[src/rtl/regfile_write_arbiter.sv]
// regfile_write_arbiter: writer side of the RegFile write port.
// Collects writeback (MEM/WB) and JAL link writes, queues them in program order and
// drives the RegFile write port at one write per cycle.
// Optional feature: define WB_BYPASS_EN to enable pending-write forwarding to ID-stage
// readers (lookupHit/lookupData). Without it the lookup outputs are tied to 0.

module regfile_write_arbiter #(
    parameter int unsigned DEPTH = 4,
    parameter int unsigned AW    = 5,
    parameter int unsigned DW    = 32
) (
    input  logic                     CLK,
    input  logic                     Reset,
    input  logic                     wbValid,
    input  logic [AW-1:0]            wbAddress,
    input  logic [DW-1:0]            wbData,
    output logic                     wbReady,
    input  logic                     jalValid,
    input  logic [DW-1:0]            jalData,
    output logic                     jalReady,
    output logic                     regShouldWrite,
    output logic [AW-1:0]            regWriteAddress,
    output logic [DW-1:0]            writeData,
    output logic                     isJal,
    output logic [DW-1:0]            regWriteData_jal,
    input  logic [AW-1:0]            lookupAddress1,
    input  logic [AW-1:0]            lookupAddress2,
    output logic                     lookupHit1,
    output logic                     lookupHit2,
    output logic [DW-1:0]            lookupData1,
    output logic [DW-1:0]            lookupData2,
    output logic [$clog2(DEPTH):0]   pendingCount
);

    localparam int unsigned PW = $clog2(DEPTH);
    localparam int unsigned CW = PW + 1;
    localparam logic [AW-1:0] LinkReg = AW'(31);

    logic [AW-1:0] addrMem [DEPTH];
    logic [DW-1:0] dataMem [DEPTH];

    logic [PW-1:0] headQ, headD;
    logic [PW-1:0] tailQ, tailD;
    logic [CW-1:0] countQ, countD;
    logic [CW-1:0] free;
    logic [PW-1:0] jalSlot;
    logic          wbPush;
    logic          jalPush;
    logic          pop;

    // Readiness depends only on the registered count; a same-cycle pop does not free a slot.
    always_comb begin
        free     = CW'(DEPTH) - countQ;
        wbReady  = (free >= CW'(1));
        jalReady = (free >= (wbValid ? CW'(2) : CW'(1)));
        // Address-0 requests handshake but never occupy a slot.
        wbPush   = wbValid && wbReady && (wbAddress != '0);
        jalPush  = jalValid && jalReady;
        pop      = (countQ != '0);
        // WB belongs to the older instruction, so it takes the first free slot.
        jalSlot  = wbPush ? tailQ + PW'(1) : tailQ;
        tailD    = tailQ + PW'(wbPush) + PW'(jalPush);
        headD    = pop ? headQ + PW'(1) : headQ;
        countD   = countQ - CW'(pop) + CW'(wbPush) + CW'(jalPush);
    end

    // Queue storage; contents need no reset since occupancy is tracked by the count.
    always_ff @(posedge CLK) begin
        if (wbPush) begin
            addrMem[tailQ] <= wbAddress;
            dataMem[tailQ] <= wbData;
        end
        if (jalPush) begin
            addrMem[jalSlot] <= LinkReg;
            dataMem[jalSlot] <= jalData;
        end
    end

    // Pointers, count and the registered write port; the head is popped every non-empty cycle.
    always_ff @(posedge CLK or posedge Reset) begin
        if (Reset) begin
            headQ           <= '0;
            tailQ           <= '0;
            countQ          <= '0;
            regShouldWrite  <= 1'b0;
            regWriteAddress <= '0;
            writeData       <= '0;
        end else begin
            headQ  <= headD;
            tailQ  <= tailD;
            countQ <= countD;
            if (pop) begin
                regShouldWrite  <= 1'b1;
                regWriteAddress <= addrMem[headQ];
                writeData       <= dataMem[headQ];
            end else begin
                regShouldWrite  <= 1'b0;
            end
        end
    end

    assign pendingCount     = countQ;
    assign isJal            = 1'b0;
    assign regWriteData_jal = '0;

`ifdef WB_BYPASS_EN
    // Newest pending value for addr: output register first, then queue entries oldest to
    // newest so later matches override earlier ones.
    function automatic logic [DW:0] lookupPending(input logic [AW-1:0] addr);
        logic          hit;
        logic [DW-1:0] data;
        logic [PW-1:0] idx;
        hit  = 1'b0;
        data = '0;
        if (regShouldWrite && (regWriteAddress == addr)) begin
            hit  = 1'b1;
            data = writeData;
        end
        for (int i = 0; i < int'(DEPTH); i++) begin
            idx = headQ + PW'(i);
            if ((CW'(i) < countQ) && (addrMem[idx] == addr)) begin
                hit  = 1'b1;
                data = dataMem[idx];
            end
        end
        if (addr == '0) begin
            hit  = 1'b0;
            data = '0;
        end
        return {hit, data};
    endfunction

    // Forwarding lookups for the two ID-stage read ports.
    always_comb begin
        {lookupHit1, lookupData1} = lookupPending(lookupAddress1);
        {lookupHit2, lookupData2} = lookupPending(lookupAddress2);
    end
`else
    logic unusedLookup;
    assign unusedLookup = ^{lookupAddress1, lookupAddress2};
    assign lookupHit1   = 1'b0;
    assign lookupHit2   = 1'b0;
    assign lookupData1  = '0;
    assign lookupData2  = '0;
`endif

endmodule
[config.mk]
export PLATFORM = sky130hd
export DESIGN_NAME = regfile_write_arbiter
export DESIGN_NICKNAME = d
export VERILOG_FILES = /design/src/rtl/regfile_write_arbiter.sv
export SDC_FILE = /design/constraint.sdc
export NUM_CORES = 1
export LEC_CHECK = 0
export CAP_MARGIN = 25
export CORE_ASPECT_RATIO = 1.5
export CORE_MARGIN = 2
export CORE_UTILIZATION = 51
export DETAILED_ROUTE_END_ITERATION = 12
export HOLD_SLACK_MARGIN = 0.05
export PLACE_DENSITY_LB_ADDON = 0.15
export SYNTH_ARGS = -nofsm -noshare
export SYNTH_HDL_FRONTEND = slang
export SYNTH_SLANG_ARGS = --single-unit
[constraint.sdc]
create_clock -name CLK -period 3.99 [get_ports CLK]
set_clock_uncertainty 0.15 [all_clocks]
set_input_delay 0.798 -clock CLK [delete_from_list [all_inputs] [get_ports CLK]]
set_output_delay 0.798 -clock CLK [all_outputs]
set_load 0.02 [all_outputs]
After elaboration in Yosys (flattened, before gate mapping)
Memories as Yosys holds them, arrays and structs flattened. A register that Yosys moved wholly into a read port is not among the register bits.
Cells that the tools add are included.

storage, ports and cells
  bits in writable memories = 148
  memories kept = 2
  output and inout bits = 142
  input bits = 83
  register bits after elaboration = 8

cells by class
  add/subtract/negate cells = 8
  $lt $le $gt $ge = 2
  reductions and logical operators = 5
  muxes and demuxes = 7

memories
  name     depth  width  read ports  clocked after Yosys merged registers in  wr ports  RTL line  source
  dataMem  4      32     1           1                                        2         40        logic [DW-1:0] dataMem [DEPTH];
  addrMem  4      5      1           1                                        2         39        logic [AW-1:0] addrMem [DEPTH];

operators by type and width
  cell                                                               count
  adder 3 x 1 -> 3 bit                                               2
  2-to-1 mux 1 bit                                                   5
  nonzero test 5 bit                                                 1
  adder 2 x 1 -> 2 bit                                               2
  adder 2 x 1 -> 2 bit, second input constant                        2
  2-to-1 mux 2 bit                                                   2
  greater-or-equal comparator 3 x 1 -> 1 bit, second input constant  1
  greater-or-equal comparator 3 x 2 -> 1 bit                         1
  logical AND 1 bit                                                  3
  nonzero test 3 bit                                                 1
  subtractor 3 x 1 -> 3 bit                                          1
  subtractor 3 bit, first input constant                             1

Depth between registers and ports, before layout
Gate-level depths: netlist of the first run.

  word-level depth = 6
  depth in mapped cells = 13

Least setup slack after synthesis of the first run
OpenSTA, ideal clock, no wires.

  kind = reg2reg
  start point = register countQ[0], in the netlist pendingCount[0]
  end point = memory dataMem[0][0], enable pin
  arrival = 3.299 ns
  period minus slack after synthesis = 3.843 ns
  path buffers = 2
  setup time = 0.394 ns
  setup slack = 0.147 ns
  stages on the path, launching flop included = 11
  required time = 3.446 ns
  cell sequence = dfrtp_1 > inv_1 > ha_1 > ha_1 > or4b_1 > o211ai_4 > nand3_1 > a21oi_1 > buf_4 > buf_4 > nand2b_1

RTL lines
  element                   RTL line  source
  start: declaration        44        logic [CW-1:0] countQ, countD;
  start signal: assignment  91        countQ <= countD;
  end: declaration          40

Worst setup path after layout of the first run
  start point = input wbValid
  end point = output jalReady

between the ends
  longest elaborated chain between the ends = 2

RTL lines
  element                                     RTL line  source
  start: declaration                          14        input logic wbValid,
  2-to-1 mux 2 bit                            55        jalReady = (free >= (wbValid ? CW'(2) : CW'(1)));
  greater-or-equal comparator 3 x 2 -> 1 bit  55
  end: declaration                            20        output logic jalReady,

Every way passes these cells.

==> impl_metrics.json, run 1 <==
{
  "synth_warnings": 0,
  "synth.avg_cell_area_um2": 13.8,
  "worst_slack_ns": 0.339,
  "grt_max_degree": 40,
  "p_leak_nw": 4.73,
  "die-height_um": 175,
  "antenna_found_initial": 0,
  "powerDensity_nw_per_um2": 833,
  "ys_ff_latch": 193,
  "first_iter_violations": 250,
  "cts_resized": 0,
  "final_nets": 938,
  "synthSimpleGateAreaFrac_pct": 8.03,
  "io_pins": 225,
  "cts_buffer_depth": 2,
  "required_ns": 3.04,
  "synthCells": 719,
  "wl_um": 21500,
  "critPathSlowestCell": "clkdlybuf4s50_1",
  "synthMuxAreaShare_pct": 24.0,
  "placed_cells": 1079,
  "clk_pin_slew_worst_paths_ns": 0.07,
  "final-hold-violation-count": 0,
  "finalPower_mw": 9.74,
  "path_cells": "clkdlybuf4s50_1 -> inv_1 -> ha_1 -> nand2b_1 -> a211o_1 -> clkdlybuf4s50_1",
  "start_kind": "primary input",
  "hp-class": "flip-flop to flip-flop",
  "peakVddDrop_mv": 0.414,
  "seq_area_frac_synth_pct": 54.2,
  "setup_viol": 0,
  "cts_tree": "done",
  "yosys.area_share.xor_xnor_pct": 0.442,
  "fin_tns_setup_ns": 0,
  "post_cts_buffers": 0,
  "slew-limit-headroom_pct": 40.6,
  "fmaxAchievable_ghz": 0.274,
  "grt_pass1_wl_um": 34000,
  "cts-buffers-inserted": 17,
  "chipWidth_um": 118,
  "overflow": 0,
  "post-route-drc-count": 0,
  "worstMarginPinSlew_ns": 0.889,
  "async_reset_ff_share_pct": 23.3,
  "fin_crit_sh_pct": 91.5,
  "synth_edf_count": 128,
  "critPathMaxFanout": 2,
  "final_layout_size_suffix_gt1_share_pct": 27.0,
  "clkLatencyLatePin_ns": 0.43,
  "initial_core_util_pct": 51.9,
  "grt_usage_pct": 21.8,
  "io_buffers": 115,
  "synth_ff_type": "edfxtp_1",
  "via_count": 5827,
  "hold_buffers": 0,
  "routed_via_density": 5.24,
  "cts_root_buffer": "clkbuf_16",
  "cts_max_level": 4,
  "cp-end-kind": "output pin",
  "status": "finished, final reports clean",
  "antennaDiodeCount": 0,
  "synth-compound-area-share_pct": 1.11,
  "cts_sinks": 193,
  "synth_adder_area_share_pct": 1.87,
  "fin_cells": 1111,
  "worstSetupPathType": "primary input to output pin",
  "maxCapViolations": 0,
  "detail-route-antenna-nets": 0,
  "synth_cell_types": 36,
  "fin_util_pct": 61.2,
  "dp_slack_ns": 0.194,
  "slew_viol_final": 0,
  "path_common_cell": "clkdlybuf4s50_1",
  "dp_hpwl_um": 13600,
  "routabilityCongestion": 0.780,
  "synth_area_um2": 9910,
  "min_period_ns": 3.65,
  "core_area_um2": 19100,
  "arrival_ns": 2.70,
  "worst_path_largest_cell_delay_ns": 0.55,
  "synth_top_family_by_area": "multiplexers",
  "die_area_um2": 20600,
  "grt_pass1_vias": 6080,
  "wl_per_cell_um": 19.3,
  "num_rows": 62,
  "dr.pass1.iters": 4,
  "area_growth_pct": 17.9,
  "grt_setup_unrepaired": "false"
}
## per-layer routing
layer | GRT usage (%) | vias up | share of wire, %
met1 | 25.9 | 2943 | 39
li1 | - | 2639 | -
met2 | 40.2 | 228 | 54
met4 | 5.92 | 0 | 1.1
met5 | 0 | - | 0
met3 | 3.95 | 17 | 5.8
## cell type report
| type | instances | area [µm²] |
|---|---|---|
| Inverter | 14 | 52.6 |
| Sequential cell | 193 | 5370 |
| Clock inverter | 12 | 138 |
| Multi-Input combinational cell | 476 | 3930 |
| Clock buffer | 20 | 437 |
| Timing Repair Buffer | 140 | 1440 |
| Tap cell | 256 | 320 |
| Fill cell | 1534 | 7400 |
## logic make-up (layout without fill, tap and decap cells)
kind of cell | count (synthesis) | count (layout)
other | 1 | 99
buffers and inverters | 148 | 186
AO/OA/AOI/OAI | 12 | 12
multiplexers | 165 | 165
adder cells (fa/ha/maj) | 13 | 13
AND/OR/NAND/NOR | 182 | 182
flip-flops | 193 | 193
XOR/XNOR | 5 | 5
## where the power goes
group / internal (mW) / switching [mW]
combinational: 2.07 / 2.33
clock: 0.926 / 0.737
sequential: 3.29 / 0.380
total: 6.28 / 3.45
## flip-flops by register name (all words and copies together) (netlist names)
| signal | flops |
|---|---|
| regWriteAddress | 5 |
| tailQ | 2 |
| headQ | 2 |
| writeData | 32 |
| addrMem | 20 |
| pendingCount | 3 |
| regShouldWrite | 1 |
| dataMem | 128 |
## layout by cell type, fill, tap and decap left out, types with 2 or more instances in the layout
cell / count
clkbuf_16: 17
mux2_1: 6
bufinv_16: 2
nand3_1: 31
clkinv_4: 7
ha_1: 9
o21ai_4: 2
and3_1: 7
mux2_4: 28
xnor2_1: 4
a211o_1: 6
inv_2: 3
fa_1: 3
nand2_1: 131
buf_12: 8
inv_1: 11
nor3_4: 2
clkbuf_1: 3
dfrtp_2: 2
mux2_2: 94
nand2_2: 3
dfxtp_1: 20
mux4_2: 37
buf_4: 17
conb_1: 99
dfrtp_1: 43
edfxtp_1: 128
clkdlybuf4s50_1: 115
## worst max-delay path, delay by kind of cell
kind | cells | cell delay (ns)
AND/OR/NAND/NOR | 1 | 0.14
AO/OA/AOI/OAI | 1 | 0.33
buffers and inverters | 3 | 1.15
adder cells (fa/ha/maj) | 1 | 0.29
## cells in the mapped netlist (7+ instances only)
master,instances,share of area (%)
nand2_1,134,5.1
edfxtp_1,128,39
buf_4,102,7.7
mux2_2,94,11
dfrtp_1,45,11
mux4_2,37,8.4
nand3_1,31,1.6
mux2_4,28,4.2
dfxtp_1,20,4.0
inv_1,13,0.49
clkbuf_1,12,0.45
buf_6,10,1.1
ha_1,10,1.3
and3_1,7,0.44
## metrics by stage
| stage | hold WS [ns] | area [µm²] |
|---|---|---|
| 3_3_place_gp | 0.289 | 11100 |
| 6_report | 0.311 | 11700 |
| 3_5_place_dp | 0.299 | 11100 |
| 4_1_cts | 0.316 | 11700 |
| 5_1_grt | 0.335 | 11700 |
| 2_1_floorplan | 0.281 | 10300 |
## worst paths after layout
kind                            startpoint       endpoint  slack (ns)  depth (start not counted)
max                                wbValid       jalReady        0.34                          6
min                          addrMem[0][0]  addrMem[0][0]        0.31                          1
max reg2reg                pendingCount[0]  dataMem[3][3]        0.58                         10
min reg2reg                  addrMem[0][0]  addrMem[0][0]        0.31                          1
max in group asynchronous            Reset  writeData[10]        2.22                          3
min in group asynchronous            Reset  writeData[30]        0.72                          2
Note: power is estimated with default switching activity, not from simulation.
==> run 2: changes to the inputs <==
- HOLD_SLACK_MARGIN: 0.05 -> 0.15
==> results of run 2 <==
The final DEF is identical to that of run 1; final timing and power are the same.
